**src/rtl/serial_pkg.sv**
```systemverilog
`default_nettype none
// ----------------------------------------------------------------------------
// serial_pkg : shared state encoding, parity codes and helpers for the
//              configurable serial transmitter.
// Revision   : 1.0  initial release
// ----------------------------------------------------------------------------
package serial_pkg;

  localparam logic [2:0] ST_IDLE   = 3'd0;
  localparam logic [2:0] ST_START  = 3'd1;
  localparam logic [2:0] ST_DATA   = 3'd2;
  localparam logic [2:0] ST_PARITY = 3'd3;
  localparam logic [2:0] ST_STOP   = 3'd4;

  typedef enum logic [2:0] {
    S_IDLE   = ST_IDLE,
    S_START  = ST_START,
    S_DATA   = ST_DATA,
    S_PARITY = ST_PARITY,
    S_STOP   = ST_STOP
  } tx_state_e;

  localparam logic [1:0] PAR_NONE     = 2'b00;
  localparam logic [1:0] PAR_EVEN     = 2'b01;
  localparam logic [1:0] PAR_ODD      = 2'b10;
  localparam logic [1:0] PAR_NONE_ALT = 2'b11;

  // 27 MHz / 115200 baud
  localparam int DEFAULT_DIVISOR = 234;

  function automatic logic [3:0] clamp_bits(input logic [3:0] req,
                                            input logic [3:0] max_bits);
    return ((req < 4'd5) || (req > max_bits)) ? max_bits : req;
  endfunction

endpackage
`default_nettype wire

```
**src/rtl/sync_fifo.sv**
```systemverilog
`default_nettype none
// ----------------------------------------------------------------------------
// sync_fifo : single-clock FIFO, show-ahead read, DEPTH a power of two.
// Revision  : 1.0  initial release
// ----------------------------------------------------------------------------
module sync_fifo #(
  parameter int WIDTH = 8,
  parameter int DEPTH = 8
) (
  input  logic             clk,
  input  logic             reset,
  input  logic             push,
  input  logic [WIDTH-1:0] push_data,
  input  logic             pop,
  output logic [WIDTH-1:0] pop_data,
  output logic             full,
  output logic             empty
);

  localparam int AW = (DEPTH > 1) ? $clog2(DEPTH) : 1;
  localparam logic [AW:0] FULL_COUNT = DEPTH[AW:0];

  logic [WIDTH-1:0] mem [DEPTH];
  logic [AW-1:0]    wr_ptr;
  logic [AW-1:0]    rd_ptr;
  logic [AW:0]      count;
  logic             do_push;
  logic             do_pop;

  assign do_push  = push && !full;
  assign do_pop   = pop && !empty;
  assign full     = (count == FULL_COUNT);
  assign empty    = (count == '0);
  assign pop_data = mem[rd_ptr];

  always_ff @(posedge clk or posedge reset) begin
    if (reset) begin
      wr_ptr <= '0;
      rd_ptr <= '0;
      count  <= '0;
    end else begin
      if (do_push) wr_ptr <= wr_ptr + 1'b1;
      if (do_pop)  rd_ptr <= rd_ptr + 1'b1;
      case ({do_push, do_pop})
        2'b10:   count <= count + 1'b1;
        2'b01:   count <= count - 1'b1;
        default: count <= count;
      endcase
    end
  end

  // Storage carries no reset; only the pointers define validity.
  always_ff @(posedge clk) begin
    if (do_push) mem[wr_ptr] <= push_data;
  end

endmodule
`default_nettype wire

```
**src/rtl/serial_tx_cfg.sv**
```systemverilog
`default_nettype none
// ----------------------------------------------------------------------------
// serial_tx_cfg : runtime-configurable UART transmitter with valid/ready input.
//                 Build option SERIAL_TX_FIFO_EN adds a TX FIFO ahead of the framer.
// Revision      : 1.0  initial release
// ----------------------------------------------------------------------------
module serial_tx_cfg
  import serial_pkg::*;
#(
  parameter int DATA_WIDTH = 8,
  parameter int DIV_BITS   = 16,
  parameter int FIFO_DEPTH = 8
) (
  input  logic                  clk,
  input  logic                  reset,
  input  logic [DATA_WIDTH-1:0] data,
  input  logic                  dataValid,
  output logic                  ready,
  input  logic [DIV_BITS-1:0]   divisor,
  input  logic [3:0]            dataBits,
  input  logic [1:0]            parityMode,
  input  logic                  stopBits2,
  output logic                  serialOut,
  output logic                  busy,
  output logic                  txDone
);

  localparam logic [DIV_BITS-1:0] CNT_ONE  = {{(DIV_BITS-1){1'b0}}, 1'b1};
  localparam logic [3:0]          MAX_BITS = 4'(DATA_WIDTH);

  tx_state_e             state_q, state_d;
  logic [DIV_BITS-1:0]   cnt_q, cnt_d;
  logic [DIV_BITS-1:0]   div_q, div_d;
  logic [3:0]            idx_q, idx_d;
  logic [3:0]            nbits_q, nbits_d;
  logic [DATA_WIDTH-1:0] shreg_q, shreg_d;
  logic                  par_bit_q, par_bit_d;
  logic                  par_en_q, par_en_d;
  logic                  stop2_q, stop2_d;
  logic                  stop_hi_q, stop_hi_d;
  logic                  serial_q, serial_d;

  logic                  bit_end;
  logic                  stop_last;
  logic                  slot;
  logic                  take;
  logic [DATA_WIDTH-1:0] word;
  logic [DIV_BITS-1:0]   div_eff;
  logic [3:0]            nbits_eff;
  logic [DATA_WIDTH-1:0] mask;
  logic                  par_eff;

  assign bit_end   = (cnt_q == div_q);
  assign stop_last = (state_q == S_STOP) && bit_end && (!stop2_q || stop_hi_q);
  assign slot      = (state_q == S_IDLE) || stop_last;
  assign txDone    = stop_last;
  assign serialOut = serial_q;

`ifdef SERIAL_TX_FIFO_EN
  logic                  fifo_full;
  logic                  fifo_empty;
  logic [DATA_WIDTH-1:0] fifo_head;

  sync_fifo #(
    .WIDTH (DATA_WIDTH),
    .DEPTH (FIFO_DEPTH)
  ) u_fifo (
    .clk       (clk),
    .reset     (reset),
    .push      (dataValid && !fifo_full),
    .push_data (data),
    .pop       (take),
    .pop_data  (fifo_head),
    .full      (fifo_full),
    .empty     (fifo_empty)
  );

  assign take  = slot && !fifo_empty;
  assign word  = fifo_head;
  assign ready = !fifo_full;
  assign busy  = (state_q != S_IDLE) || !fifo_empty;
`else
  assign take  = slot && dataValid;
  assign word  = data;
  assign ready = slot;
  assign busy  = (state_q != S_IDLE);
`endif

  // Frame configuration as it will be latched if a word is taken this cycle.
  always_comb begin
    div_eff   = (divisor == '0) ? CNT_ONE : divisor;
    nbits_eff = clamp_bits(dataBits, MAX_BITS);
    mask      = '0;
    for (int i = 0; i < DATA_WIDTH; i++) begin
      mask[i] = (i < int'(nbits_eff));
    end
    par_eff = (^(word & mask)) ^ (parityMode == PAR_ODD);
  end

  always_comb begin
    state_d   = state_q;
    cnt_d     = cnt_q;
    div_d     = div_q;
    idx_d     = idx_q;
    nbits_d   = nbits_q;
    shreg_d   = shreg_q;
    par_bit_d = par_bit_q;
    par_en_d  = par_en_q;
    stop2_d   = stop2_q;
    stop_hi_d = stop_hi_q;

    case (state_q)
      S_IDLE: begin
        cnt_d = '0;
      end
      S_START: begin
        if (bit_end) begin
          state_d = S_DATA;
          cnt_d   = CNT_ONE;
          idx_d   = 4'd0;
        end else begin
          cnt_d = cnt_q + CNT_ONE;
        end
      end
      S_DATA: begin
        if (bit_end) begin
          cnt_d = CNT_ONE;
          if (idx_q == nbits_q - 4'd1) begin
            state_d   = par_en_q ? S_PARITY : S_STOP;
            stop_hi_d = 1'b0;
          end else begin
            idx_d   = idx_q + 4'd1;
            shreg_d = shreg_q >> 1;
          end
        end else begin
          cnt_d = cnt_q + CNT_ONE;
        end
      end
      S_PARITY: begin
        if (bit_end) begin
          state_d   = S_STOP;
          cnt_d     = CNT_ONE;
          stop_hi_d = 1'b0;
        end else begin
          cnt_d = cnt_q + CNT_ONE;
        end
      end
      S_STOP: begin
        if (bit_end) begin
          if (stop2_q && !stop_hi_q) begin
            stop_hi_d = 1'b1;
            cnt_d     = CNT_ONE;
          end else begin
            state_d = S_IDLE;
            cnt_d   = '0;
          end
        end else begin
          cnt_d = cnt_q + CNT_ONE;
        end
      end
      default: begin
        state_d = S_IDLE;
        cnt_d   = '0;
      end
    endcase

    // take is only ever true in IDLE or the final STOP cycle
    if (take) begin
      state_d   = S_START;
      cnt_d     = CNT_ONE;
      idx_d     = 4'd0;
      shreg_d   = word;
      div_d     = div_eff;
      nbits_d   = nbits_eff;
      par_bit_d = par_eff;
      par_en_d  = (parityMode == PAR_EVEN) || (parityMode == PAR_ODD);
      stop2_d   = stopBits2;
      stop_hi_d = 1'b0;
    end

    case (state_d)
      S_START:  serial_d = 1'b0;
      S_DATA:   serial_d = shreg_d[0];
      S_PARITY: serial_d = par_bit_d;
      default:  serial_d = 1'b1;
    endcase
  end

  always_ff @(posedge clk or posedge reset) begin
    if (reset) begin
      state_q   <= S_IDLE;
      cnt_q     <= '0;
      div_q     <= '0;
      idx_q     <= 4'd0;
      nbits_q   <= MAX_BITS;
      shreg_q   <= '0;
      par_bit_q <= 1'b0;
      par_en_q  <= 1'b0;
      stop2_q   <= 1'b0;
      stop_hi_q <= 1'b0;
      serial_q  <= 1'b1;
    end else begin
      state_q   <= state_d;
      cnt_q     <= cnt_d;
      div_q     <= div_d;
      idx_q     <= idx_d;
      nbits_q   <= nbits_d;
      shreg_q   <= shreg_d;
      par_bit_q <= par_bit_d;
      par_en_q  <= par_en_d;
      stop2_q   <= stop2_d;
      stop_hi_q <= stop_hi_d;
      serial_q  <= serial_d;
    end
  end

endmodule
`default_nettype wire

```
**config.mk**
```make
export PLATFORM = sky130hd
export DESIGN_NAME = serial_tx_cfg
export DESIGN_NICKNAME = d
export VERILOG_FILES = /design/src/rtl/serial_pkg.sv /design/src/rtl/sync_fifo.sv /design/src/rtl/serial_tx_cfg.sv
export SDC_FILE = /design/constraint.sdc
export NUM_CORES = 1
export LEC_CHECK = 0
export BUFFER_PORTS_ARGS = -buffer_cell sky130_fd_sc_hd__buf_4
export CAP_MARGIN = 0
export CORE_MARGIN = 2
export CORE_UTILIZATION = 60
export CTS_BUF_LIST = sky130_fd_sc_hd__clkbuf_16
export CTS_CLUSTER_SIZE = 30
export DETAILED_ROUTE_END_ITERATION = 10
export PLACE_DENSITY = 0.82
export SETUP_SLACK_MARGIN = 0.2
export SLEW_MARGIN = 0
export SYNTH_ARGS = -nofsm -noshare
export SYNTH_HDL_FRONTEND = slang
export SYNTH_HIERARCHICAL = 1
export SYNTH_SLANG_ARGS = --single-unit
```
**constraint.sdc**
```tcl
create_clock -name clk -period 3.91 [get_ports clk]
set_clock_uncertainty 0.2 [all_clocks]
set_input_delay 0.782 -clock clk [delete_from_list [all_inputs] [get_ports clk]]
set_output_delay 0.782 -clock clk [all_outputs]
set_load 0.01 [all_outputs]
```
# ---- Word-level counts from Yosys, hierarchy flattened
# Index checks and enable logic that the tools add are counted.
# Widths: inputs -> output; s select.
dict set report op_classes {
  magnitude_cmp 10
  mux 34
  n_eq_ne 19
  reduce_logical 22
  addsub 3
  bitwise 2
}
# cell count
set ops {}
lappend ops {{$mux 16} 4}
lappend ops {{$mux 8} 4}
lappend ops {{$pmux 16 s2} 1}
lappend ops {{$mux 3} 8}
lappend ops {{$mux 4} 5}
lappend ops {{$ne 3x3->1 const B} 6}
lappend ops {{$add 16x1->16 const B} 1}
lappend ops {{$eq 16x16->1} 1}
lappend ops {{$logic_not 16->1} 1}
lappend ops {{$lt 3x4->1 const A} 4}
lappend ops {{$pmux 3 s5} 1}
lappend ops {{$eq 3x2->1 const B} 4}
lappend ops {{$and 8x8->8} 1}
lappend ops {{$lt 1x4->1 const A} 2}
lappend ops {{$lt 2x4->1 const A} 2}
lappend ops {{$mux 1} 8}
lappend ops {{$pmux 4 s2} 1}
lappend ops {{$reduce_xor 8->1} 1}
lappend ops {{$eq 3x1->1 const B} 2}
lappend ops {{$pmux 1 s3} 2}
lappend ops {{$reduce_and 6->1} 1}
lappend ops {{$reduce_bool 3->1} 2}
lappend ops {{$add 4x1->4 const B} 1}
lappend ops {{$eq 4x4->1} 1}
lappend ops {{18 further kinds} 26}
dict set report word_totals {
  inputBits 34
  out_inout_bits 4
  elab_cells 102
  regBits 56
}

# ---- Longest topological paths before layout
dict set report depth {
  word_depth 9
  depth_mapped 10
  depth_no_buf 9
}

# ---- Worst setup path after synthesis
# No wires, ideal clock.
dict set report synth_timing {
  path_kind {reg-to-output}
  start {register cnt_q[12]}
  end {output port ready}
  setup_slack_ps 1343
  t_arrival_ps 1585
  path_stages_with_launch 6
  t_required_ps 2928
  n_path_buf 0
  cell_sequence {dfrtp_1 -> xor2_1 -> nor4_1 -> nand4_1 -> a21o_2 -> a21boi_0}
}
dict set report synth_via {
  elab_chain_cells 4
}
# item line_no
set synth_rtl {}
lappend synth_rtl {{from (decl)} serial_tx_cfg.sv:32} ;# logic [DIV_BITS-1:0] cnt_q, cnt_d;
lappend synth_rtl {{from (signal assigned)} serial_tx_cfg.sv:204} ;# cnt_q <= cnt_d;
lappend synth_rtl {{$eq 16x16->1} serial_tx_cfg.sv:53} ;# assign bit_end = (cnt_q == div_q);
lappend synth_rtl {{$logic_and 1x1->1 (2 in a row)} serial_tx_cfg.sv:54} ;# assign stop_last = (state_q == S_STOP) && bit_end && (!stop2_q || stop_hi_q);
lappend synth_rtl {{$logic_or 1x1->1} serial_tx_cfg.sv:55} ;# assign slot = (state_q == S_IDLE) || stop_last;
lappend synth_rtl {{to (decl)} serial_tx_cfg.sv:18} ;# output logic ready,
# No other way between the ends.

# ---- Worst setup path after layout
# Same ends and word-level chain as after synthesis.

==> results.toml <==
[run_status]
outcome = "finished, final reports clean"

[place]
portBuffers = 37
dp_hpwl_um = 4340
dp.cells = 405
place_congestion = 0.846

[clock_tree]
cts_tree = "done"
cts_buffer_depth = 2
htreeDepth = 2
clk_pin_slew_worst_paths_ns = 0.07
clk_latency_ns = 0.29
root_buffer = "clkbuf_16"
clock_sinks = 56
cts_buffers = 5
cts_resized = 0
hold_buffers = 0
cts_setup_buffers = 0

[yosys]
synth_nets = 347
synth_flop_cell = "dfrtp_1"
synth-simple-area-share_pct = 21.5
synth_top_family_by_area = "simple AND/OR/NAND/NOR gates"
syn_area_per_cell_um2 = 9.48
synth_cell_type_count = 47
asyncSetResetFlopFracSynth_pct = 100
ys_warn_count = 6
synth_edf_count = 0
muxShareOfSynthArea_pct = 1.11
synth-compound-area-share_pct = 11.9
synth-seq-cells = 56
yosysSeqAreaShare_pct = 47.9
synth_fa_ha_area_share_pct = 1.71
synth_area_um2 = 2930
synth_xor_area_share_pct = 13.3
syn_inst = 309

[sta]
final.min_clock_period_ns = 3.18
fmax_ghz = 0.315
whs_ns = 0.278
hold_viol_final = 0
finalSetupViolCount = 0
worst_pin_slew_ns = 0.953
slew_headroom_pct = 36.5
final-max-slew-violation-count = 0
finalCritPeriodShare_pct = 81.2
grt_setup_unrepaired = "no"
tns_ns = 0

[route]
drtAntennaViolNets = 0
totalWireLength_um = 5970
drc = 0
wl_per_cell_um = 14.5
drt_first_pass_iters = 4
drt_iter0_drc = 219
vias = 2276
viasPerCell = 5.51

[floorplanning]
rows = 25
die_w_um = 73.9
io_pins = 38
dieArea_um2 = 5460
die_h_um = 73.9
core-area_um2 = 4720
start_util_pct = 62.0

[pwr]
leakage_nw = 1.69
pwr_density_cell_nw_per_um2 = 589
ir_drop_v = 0.000318
p_total_mw = 2.00

[finish]
drive_above_1_share_pct = 17.3
area_delta_synth_final_pct = 16.0
layout.cells.non_filler = 413
fin_nets = 383
diodes = 0

[setup_path]
cpMostUsedCell = "buf_4"
critPathBufInv = 2
reg2reg_depth = 8
max_stage_delay_ns = 0.44
cp-endpoint = "ready"
cp_top_family = "simple AND/OR/NAND/NOR gates"
endpoint_kind = "primary output"
worstSetupPathDepth = 7
critPathLaunchType = "flip-flop"
crit_start = "cnt_q[12]"
crit_type = "reg2out"
cp_data_arrival_time_ns = 2.19
cpMaxStageDelayCell = "dfrtp_1"
timing.rr.end = "serialOut"
r2r_slack_ns = 0.94
r2r-start = "cnt_q[12]"
cp_cell_sequence = "xor2_1, nor4_1, nand4_1, buf_4, a21o_2, a21boi_0, buf_4"
cp_data_required_time_ns = 2.93
worstPathMaxFanout = 13

[worst_hold_path]
hold_path_class = "reg2reg"

[grt]
grt_max_degree = 32
antenna_found_initial = 0
grt_pass1_wl_um = 10400
grt_pass1_vias = 2294
gr-usage-all-layers_pct = 25.2
overflow = 0

[run]
drv_cap = 0
[state kept, by name, indices dropped and copies added, names as in the netlist]
name and flops:
state_q 3, par_bit_q 1, par_en_q 1, stop2_q 1
shreg_q 8, nbits_q 4, serialOut 1, cnt_q 16
idx_q 4, div_q 16, stop_hi_q 1
[layer usage]
| metal | GRT usage [%] | routed length (um) |
|---|---|---|
| met5 | 0 | 0 |
| met1 | 33.6 | 2760 |
| met2 | 41.5 | 2900 |
| met3 | 4.80 | 261 |
| met4 | 8.48 | 55 |
[Yosys cell counts, types with 2 or more instances]
master    instances  share of area (%)
o21a_1            3               0.77
inv_1             6               0.77
dfstp_2           2                1.8
nor4_2            2               0.85
xor2_1           31                9.3
ha_1              4                1.7
o21ai_0          10                1.7
xnor2_1          11                3.3
a22o_1            6                1.8
a21oi_2           2               0.60
nand4_1           6                1.3
dfrtp_1          54                 46
mux2_2            2               0.77
nor3_1            3               0.51
buf_2             4               0.68
nand3_1           7                1.2
nand2b_1          2               0.43
a21o_1            8                2.0
a21oi_1           8                1.4
nand3b_1          2               0.51
or3_1             4               0.85
nor2_1           22                2.8
nor2b_1           2               0.43
clkbuf_1          6               0.77
and3_1            4               0.85
nand2_1          72                9.2
nor4_1            5                1.1
or2_2             2               0.43
[cells in the final DEF (no fill, tap or decap), drive strengths merged, types with 3 or more instances in the layout]
master / count
clkbuf: 5
o21a: 3
buf: 40
ha: 4
a21oi: 10
or3: 4
nor3: 4
a21o: 9
nor2: 22
xnor2: 11
nand4: 6
dfrtp: 54
inv: 8
a22o: 6
xor2: 31
and3: 4
o21ai: 11
nand3: 7
nand2: 72
nor4: 7
[cell families after synthesis]
| family | after synthesis |
|---|---|
| DFF | 56 |
| AOI/OAI and AO/OA | 50 |
| and+or+nand+nor | 136 |
| xor gates and xnor gates | 43 |
| adders and majority gates | 4 |
| buffers and inverters | 17 |
| muxes | 3 |
[report_power, final]
| part | switching [mW] | internal (mW) | total [mW] | leakage [nW] |
|---|---|---|---|---|
| Clock | 0.187 | 0.232 | 0.419 | 0.0762 |
| Combinational | 0.352 | 0.301 | 0.653 | 0.898 |
| Sequential | 0.149 | 0.780 | 0.929 | 0.711 |
| Total | 0.689 | 1.31 | 2.00 | 1.69 |
[per-stage QoR]
stage / utilization, % / cell area [um^2] / worst slack [ns]
4_1_cts: 71.9 / 3400 / 0.739
2_1_floorplan: - / 2930 / 1.34
6_report: 71.9 / 3400 / 0.735
3_5_place_dp: 69.0 / 3260 / 0.996
3_3_place_gp: 69.0 / 3260 / 1.08
5_1_grt: 71.9 / 3400 / 0.599
[how the worst min path moves through the flow]
stage | from | endpoint | slack [ns] | cells past startpoint
floorplan | shreg_q[1] | shreg_q[1] | 0.25 | 1
global placement | shreg_q[1] | shreg_q[1] | 0.26 | 1
detailed placement | shreg_q[2] | shreg_q[2] | 0.27 | 1
CTS | shreg_q[2] | shreg_q[2] | 0.28 | 1
global route | shreg_q[6] | shreg_q[6] | 0.31 | 1
finish | shreg_q[2] | shreg_q[2] | 0.28 | 1
[area by class of cell]
cell class	count	area, um^2
clock inverters	3	12.5
well taps	67	83.8
multi-input cells	236	1450
clock buffers	5	125
repair buffers	40	300
flip-flops and latches	56	1400
inverters	6	22.5
fillers	364	1330
No activity file was read; power rests on OpenSTA's default activity.
